[src/rtl/cook_timer_ctrl.sv]
// Microwave cook-time controller: edits a min:sec time from button pulses and
// UART presets, counts it down in 1 s steps and reports IDLE/COOK/PAUSE/DONE.
module cook_timer_ctrl #(
   parameter int unsigned TICK_DIV  = 100_000_000,
   parameter int unsigned STEP_SEC  = 10,
   parameter int unsigned MAX_MIN   = 59,
   parameter int unsigned DONE_SECS = 3
) (
   input  logic       sys_clk,
   input  logic       sys_rst,
   input  logic       up_pulse,
   input  logic       dwn_pulse,
   input  logic       start_pulse,
   input  logic       load_valid,
   input  logic [5:0] load_minutes,
   input  logic [5:0] load_seconds,
   output logic [5:0] minutes,
   output logic [5:0] seconds,
   output logic       start,
   output logic       idle,
   output logic       paused,
   output logic       done
);

   localparam int unsigned PW = $clog2(TICK_DIV);
   localparam int unsigned DW = $clog2(DONE_SECS + 1);

   typedef enum logic [1:0] {S_IDLE, S_COOK, S_PAUSE, S_DONE} state_t;

   state_t        state;
   logic [PW-1:0] presc;
   logic [DW-1:0] done_cnt;

   logic [6:0] up_sec_sum, up_sec_wrap, up_min_sum;
   logic [5:0] up_min, up_sec, dn_min, dn_sec, dec_min, dec_sec, ld_min, ld_sec;
   logic       tick, time_zero, dec_zero;

   function automatic logic [3:0] flags_of(input state_t s);
      return {s == S_COOK, s == S_IDLE, s == S_PAUSE, s == S_DONE};
   endfunction

   // Candidate times for up/down/decrement/load, all saturating or clamped.
   always_comb begin
      up_sec_sum  = 7'(seconds) + 7'(STEP_SEC);
      up_sec_wrap = (up_sec_sum >= 7'd60) ? (up_sec_sum - 7'd60) : up_sec_sum;
      up_min_sum  = (up_sec_sum >= 7'd60) ? (7'(minutes) + 7'd1) : 7'(minutes);
      if (up_min_sum > 7'(MAX_MIN)) begin
         up_min = 6'(MAX_MIN);
         up_sec = 6'd59;
      end else begin
         up_min = up_min_sum[5:0];
         up_sec = up_sec_wrap[5:0];
      end

      if (seconds >= 6'(STEP_SEC)) begin
         dn_min = minutes;
         dn_sec = seconds - 6'(STEP_SEC);
      end else if (minutes == 6'd0) begin
         dn_min = 6'd0;
         dn_sec = 6'd0;
      end else begin
         dn_min = minutes - 6'd1;
         dn_sec = 6'(7'(seconds) + 7'(60 - STEP_SEC));
      end

      if (seconds == 6'd0) begin
         dec_min = minutes - 6'd1;
         dec_sec = 6'd59;
      end else begin
         dec_min = minutes;
         dec_sec = seconds - 6'd1;
      end

      ld_min = (load_minutes > 6'(MAX_MIN)) ? 6'(MAX_MIN) : load_minutes;
      ld_sec = (load_seconds > 6'd59) ? 6'd59 : load_seconds;
   end

   assign tick      = (presc == PW'(TICK_DIV - 1));
   assign time_zero = (minutes == 6'd0) && (seconds == 6'd0);
   assign dec_zero  = (minutes == 6'd0) && (seconds == 6'd1);

   // State, time, prescaler and status flags; start > load > up > down.
   always_ff @(posedge sys_clk or posedge sys_rst) begin
      if (sys_rst) begin
         state                      <= S_IDLE;
         minutes                    <= 6'd0;
         seconds                    <= 6'd0;
         presc                      <= '0;
         done_cnt                   <= '0;
         {start, idle, paused, done} <= 4'b0100;
      end else begin
         case (state)
            S_IDLE: begin
               if (start_pulse) begin
                  if (!time_zero) begin
                     state                      <= S_COOK;
                     presc                      <= '0;
                     {start, idle, paused, done} <= flags_of(S_COOK);
                  end
               end else if (load_valid) begin
                  minutes <= ld_min;
                  seconds <= ld_sec;
               end else if (up_pulse) begin
                  minutes <= up_min;
                  seconds <= up_sec;
               end else if (dwn_pulse) begin
                  minutes <= dn_min;
                  seconds <= dn_sec;
               end
            end
            S_COOK: begin
               // A start coinciding with a tick discards the tick; presc stays put.
               if (start_pulse) begin
                  state                      <= S_PAUSE;
                  {start, idle, paused, done} <= flags_of(S_PAUSE);
               end else if (tick) begin
                  presc   <= '0;
                  minutes <= dec_min;
                  seconds <= dec_sec;
                  if (dec_zero) begin
                     state                      <= S_DONE;
                     done_cnt                   <= '0;
                     {start, idle, paused, done} <= flags_of(S_DONE);
                  end
               end else begin
                  presc <= presc + PW'(1);
               end
            end
            S_PAUSE: begin
               if (start_pulse) begin
                  if (!time_zero) begin
                     state                      <= S_COOK;
                     {start, idle, paused, done} <= flags_of(S_COOK);
                  end else begin
                     state                      <= S_IDLE;
                     {start, idle, paused, done} <= flags_of(S_IDLE);
                  end
               end else if (!load_valid) begin
                  if (up_pulse) begin
                     minutes <= up_min;
                     seconds <= up_sec;
                  end else if (dwn_pulse) begin
                     minutes <= dn_min;
                     seconds <= dn_sec;
                  end
               end
            end
            S_DONE: begin
               if (start_pulse) begin
                  state                      <= S_IDLE;
                  {start, idle, paused, done} <= flags_of(S_IDLE);
               end else if (tick) begin
                  presc <= '0;
                  if (done_cnt == DW'(DONE_SECS - 1)) begin
                     state                      <= S_IDLE;
                     {start, idle, paused, done} <= flags_of(S_IDLE);
                  end else begin
                     done_cnt <= done_cnt + DW'(1);
                  end
               end else begin
                  presc <= presc + PW'(1);
               end
            end
            default: begin
               state                      <= S_IDLE;
               {start, idle, paused, done} <= flags_of(S_IDLE);
            end
         endcase
      end
   end

endmodule

[config.mk]
export PLATFORM = sky130hd
export DESIGN_NAME = cook_timer_ctrl
export DESIGN_NICKNAME = d
export VERILOG_FILES = /design/src/rtl/cook_timer_ctrl.sv
export SDC_FILE = /design/constraint.sdc
export NUM_CORES = 1
export LEC_CHECK = 0
export ABC_AREA = 1
export CORE_MARGIN = 3
export CORE_UTILIZATION = 59
export DETAILED_ROUTE_END_ITERATION = 12
export PLACE_DENSITY = 0.81
export REMOVE_ABC_BUFFERS = 1
export SETUP_SLACK_MARGIN = 0.3
export SLEW_MARGIN = 0
export SYNTH_ARGS = -nofsm -noshare
export SYNTH_HDL_FRONTEND = slang
export SYNTH_SLANG_ARGS = --single-unit
[constraint.sdc]
create_clock -name sys_clk -period 3.7 [get_ports sys_clk]
set_clock_uncertainty 0.2 [all_clocks]
set_input_delay 0.74 -clock sys_clk [delete_from_list [all_inputs] [get_ports sys_clk]]
set_output_delay 0.74 -clock sys_clk [all_outputs]
set_load 0.1 [all_outputs]
-- Word-level counts from Yosys, hierarchy flattened
Cells that the tools add are included.
- output and inout bits: 16
- memory bits (writable): 0
- memories: 0
- bits of input ports: 18
- ROM bits: 0
- latch bits: 0
- register bits: 47
- shifts and indexed selects: 0
- div/mod/pow operators: 0
- bitwise gates (word level): 0
- reductions and logical operators: 14
- mux-type cells: 79
- multiply operators: 0
- magnitude comparators: 5
- eq/ne operators: 24
- $add $sub $neg: 9
- operators by type and width (operator ; number):
    $mux W6 ; 27
    $mux W27 ; 4
    $pmux W27 S2 ; 1
    $pmux W6 S3 ; 2
    $mux W2 ; 15
    $ne A2 B2 Y1 const B ; 14
    $add A27 B1 Y27 const B ; 1
    $eq A27 B27 Y1 const B ; 1
    $mux W1 ; 23
    $reduce_and A7 Y1 ; 3
    $pmux W1 S4 ; 4
    $gt A6 B6 Y1 const B ; 2
    $logic_not A6 Y1 ; 2
    $ne A3 B3 Y1 const B ; 4
    $sub A6 B1 Y6 const B ; 2
    $pmux W2 S4 ; 1
    $add A6 B1 Y7 const B ; 1
    $add A6 B4 Y7 const B ; 1
    $ge A7 B6 Y1 const B ; 1
    $gt A7 B6 Y1 const B ; 1
    $mux W7 ; 1
    $add A6 B6 Y6 const B ; 1
    $eq A2 B2 Y1 const B ; 3
    $eq A6 B1 Y1 const B ; 1
    13 further kinds ; 15

-- Logic depth before layout (Yosys ltp)
- word-level depth: 9
- mapped depth: 22
- gate-level depth less buffers: 21

-- Least setup slack after synthesis
OpenSTA, ideal clock, no wires.
- path type: reg2reg
- start: register seconds[1]
- end: register seconds[0]
- slack: 295 ps
- arrival: 3085 ps
- stages on the path, launching flop included: 21
- clock period less this slack: 3405 ps
- cell sequence: dfrtp_1 > inv_1 > ha_1 > ha_1 > nand2_1 > inv_1 > nand3_1 > nor2_1 > nor2_1 > nand3_1 > nand2_2 > nor2_2 > nand2_2 > nand2_2 > nand2_2 > buf_6 > nand2_2 > nand2_1 > nand3_1 > nand3_1 > nand2_1
- longest elaborated chain between the ends: 9
- RTL lines (element ; RTL line ; source):
    start: declaration ; 18 ; output logic [5:0] seconds,
    start signal: assignment ; 102 ; seconds <= ld_sec;
    start signal: assignment ; 105 ; seconds <= up_sec;
    start signal: assignment ; 108 ; seconds <= dn_sec;
    $add A6 B4 Y7 ; 44 ; up_sec_sum = 7'(seconds) + 7'(STEP_SEC);
    $ge A7 B6 Y1 ; 45, 46 ;
    $mux W7 ; 46 ; up_min_sum = (up_sec_sum >= 7'd60) ? (7'(minutes) + 7'd1) : 7'(minutes);
    $gt A7 B6 Y1 ; 47 ; if (up_min_sum > 7'(MAX_MIN)) begin
    $mux W6 ; 47 ;
    $mux W6 ; 103 ; end else if (up_pulse) begin
    $mux W6 (on tied branches) ; 138, 100 ;
    $mux W6 (on tied branches) ; 130, 94 ;
    $pmux W6 S3 (*) ; 92 ; case (state)
Mark *: on every way between the ends. The rest lies on a longest branch, timed or not. The select of a mux whose other input is x is not followed.
A chain may end at the register's enable or synchronous reset.

-- Worst setup path after layout
- start: register seconds[1]
- end: register seconds[1]
Same word-level chain as after synthesis.

==> qor.yml <==
drt:
  top_layer: "met4"
  finalWirelength_mm: 10.4
  drtAntennaViolNets: 0
  viasPerCell: 5.78
  dr_total_vias: 4137
  wire_per_inst_um: 14.6
  met3WireLength_um: 877
  drt_iter0_drc: 376
  dr.pass1.iters: 5
  wl_met2_mm: 4.67
  drc_errors: 0
  met1Wirelength_mm: 4.82
logic_synthesis:
  async_reset_ff_share_pct: 100
  yosysTopAreaCell: "dfrtp_1"
  postSynthAreaPerCell_um2: 6.70
  synth_area_leaders: "dfrtp_1, nand2_1, inv_1, nand3_1, ha_1"
  syn_inst: 608
  yosysWarningCount: 0
  synth-main-ff-cell: "dfrtp_1"
  netlist_area_mm2: 0.00407
  synth_top_area_share_pct: 28.3
  synth_edf_count: 0
  synth_seq_cells: 47
  ys_seq_area_share_pct: 28.9
  synth_cell_types: 54
floorplan:
  fp-row-count: 29
  core_mm2: 0.00653
  start_util_pct: 62.3
  die_h_um: 89.1
  fp.dieArea_mm2: 0.00793
  io_pins: 34
  fp.dieW_um: 89.1
layout:
  finalInstanceArea_mm2: 0.00451
  drive_above_1_share_pct: 12.8
  layout.nets: 673
  syn2layout_area_growth_pct: 10.9
  antennaDiodeCount: 0
  final_util_pct: 69.1
placed_design:
  gp_congestion: 0.957
  placed_cell_area_mm2: 0.00438
  numPortBuffers: 33
  hpwl_mm: 7.96
critical_path:
  endpoint: "seconds[1]"
  critPathMaxFanout: 11
  endpoint_kind: "register"
  reg2reg_depth: 17
  cp-startpoint: "seconds[1]"
  critical_path_required_ps: 3720
  cp.arrival_ps: 3120
  crit_type: "reg2reg"
  reg2reg_slack_ps: 600
  worstReg2RegStart: "seconds[1]"
  worstSetupStartpointType: "register"
  r2r-end: "seconds[1]"
outcome:
  outcome: "complete, no violations"
power:
  p_per_area_mw_per_mm2: 895
  total_leakage_power_nw: 2.12
  max-vdd-ir-drop_v: 0.000722
  total_power_w: 0.00404
cts:
  clock_latency_ps: 310
  cts_hold_buf: 0
  clock_sinks: 47
  cts_buffers: 5
  path_clk_slew_ps: 90
  h-tree-depth: 2
  cts_tree: "yes"
  cts-root-buf: "clkbuf_8"
  clockBufferDepth: 2
grt:
  grt_max_degree: 48
  grt_use_total_pct: 27.5
  antenna_found_initial: 0
  grt_overflow: 0
  grt_pass1_vias: 3681
  grt_pass1_wl_mm: 17.4
timing:
  hold-worst-slack_ps: 311
  slew_headroom_pct: 34.9
  rsz0062_at_grt: "no"
  max_clock_freq_mhz: 322
  hold_viol: 0
  drv_slew: 0
  fin_tns_setup_ps: 0
  setup_violations: 0
  min_period_over_period_pct: 83.9
  tightest_slew_ps: 973
  fin_crit_ps: 3100
run:
  max_cap_violations: 0
hold_path:
  hold_path_depth: 2
  hp-class: "reg2reg"
area by class of cell:
| type | instances | area (um^2) |
|---|---|---|
| timing repair buffer | 41 | 358 |
| clock buffer | 6 | 82.6 |
| multi-input combinational | 463 | 2480 |
| clock inverter | 2 | 16.3 |
| inverter | 80 | 304 |
| tap | 77 | 96.3 |
| sequential | 47 | 1180 |
| fill | 577 | 2020 |
stage by stage:
step	setup WS, ps	std cells
final	596	716
after global routing	294	716
after CTS	438	713
after detailed placement	371	705
after global placement	515	705
after floorplan	205	590
registers in the layout, summed over array words and instances, names as in the netlist:
signal	flops
done	1
done_cnt	2
idle	1
minutes	6
paused	1
presc	27
seconds	6
start	1
state	2
power by group:
group | switching, W | internal (W) | total (W)
clock network | 0.000185 | 0.000153 | 0.000338
registers | 0.000174 | 0.000635 | 0.000809
logic | 0.00204 | 0.000852 | 0.00289
worst min-delay path by stage:
| stage | start | endpoint | slack (ps) |
|---|---|---|---|
| final | done_cnt[1] | done_cnt[1] | 310 |
| after global routing | presc[4] | presc[4] | 330 |
| after CTS | done_cnt[1] | done_cnt[1] | 310 |
| after detailed placement | paused | paused | 290 |
| after global placement | presc[4] | presc[4] | 280 |
| after floorplan | done_cnt[1] | done_cnt[1] | 260 |
cells in the final DEF, fill, tap and decap left out, types with 7 or more instances in the layout:
cell type        count
buf_4               21
nor2_1              55
o21ai_0             37
nand2_2             15
nor3_1              22
a21oi_1             36
nand2_1            155
xor2_1               7
ha_1                17
clkdlybuf4s50_1     20
dfrtp_1             45
nand3_1             47
inv_1               70
Yosys cell counts, types with 2 or more instances:
library cell  instances
o211ai_1              3
a211oi_1              5
buf_2                 5
o221ai_1              2
nand2_2              15
clkinv_1              2
nand4_1               6
nor3_1               22
a2bb2oi_1             2
clkbuf_1              5
nand2_4               4
nor2_4                4
inv_2                 5
or2_2                 4
buf_6                 4
nand3_2               4
a31oi_1               3
nor2_2                3
nand2_1             155
xnor2_1               5
a21oi_1              36
o22ai_1               5
inv_1                71
xor2_1                7
o21ai_0              37
buf_4                 4
nor2_1               55
dfrtp_1              46
nor4_1                2
nand3_1              47
ha_1                 17
what timing repair did:
action                                  4_1_cts  5_1_grt
resized for setup                             0        2
endpoints found under the hold margin         0        0
endpoints found under the setup margin        0       11
buffers inserted                              0        3
per-layer routing:
layer,vias up,global-route usage [%]
li1,2041,-
met1,1895,42.0
met2,194,42.2
met3,7,3.50
met4,0,5.14
met5,-,0
worst max-delay path: stages, from the launching register on:
cell	delay (ps)
dfrtp_2	460
inv_1	140
ha_1	410
ha_1	220
nand2_1	80
nor2_1	100
nand2_1	90
nand3_4	160
inv_1	110
nor2_1	110
nand3_1	190
nand2_2	130
nand2_2	170
nand2_1	110
nand2_1	50
nand2_1	70
nand2_1	50
a21oi_1	170
cell families after synthesis:
family	count (synthesis)	share of synthesized area, %
AND/OR/NAND/NOR	329	38.0
AO/OA/AOI/OAI	105	14.9
buffers and inverters	98	10.4
flip-flops	47	28.9
adder cells (fa/ha/maj)	17	5.22
XOR/XNOR	12	2.58
(Power assumes the default switching activity.)
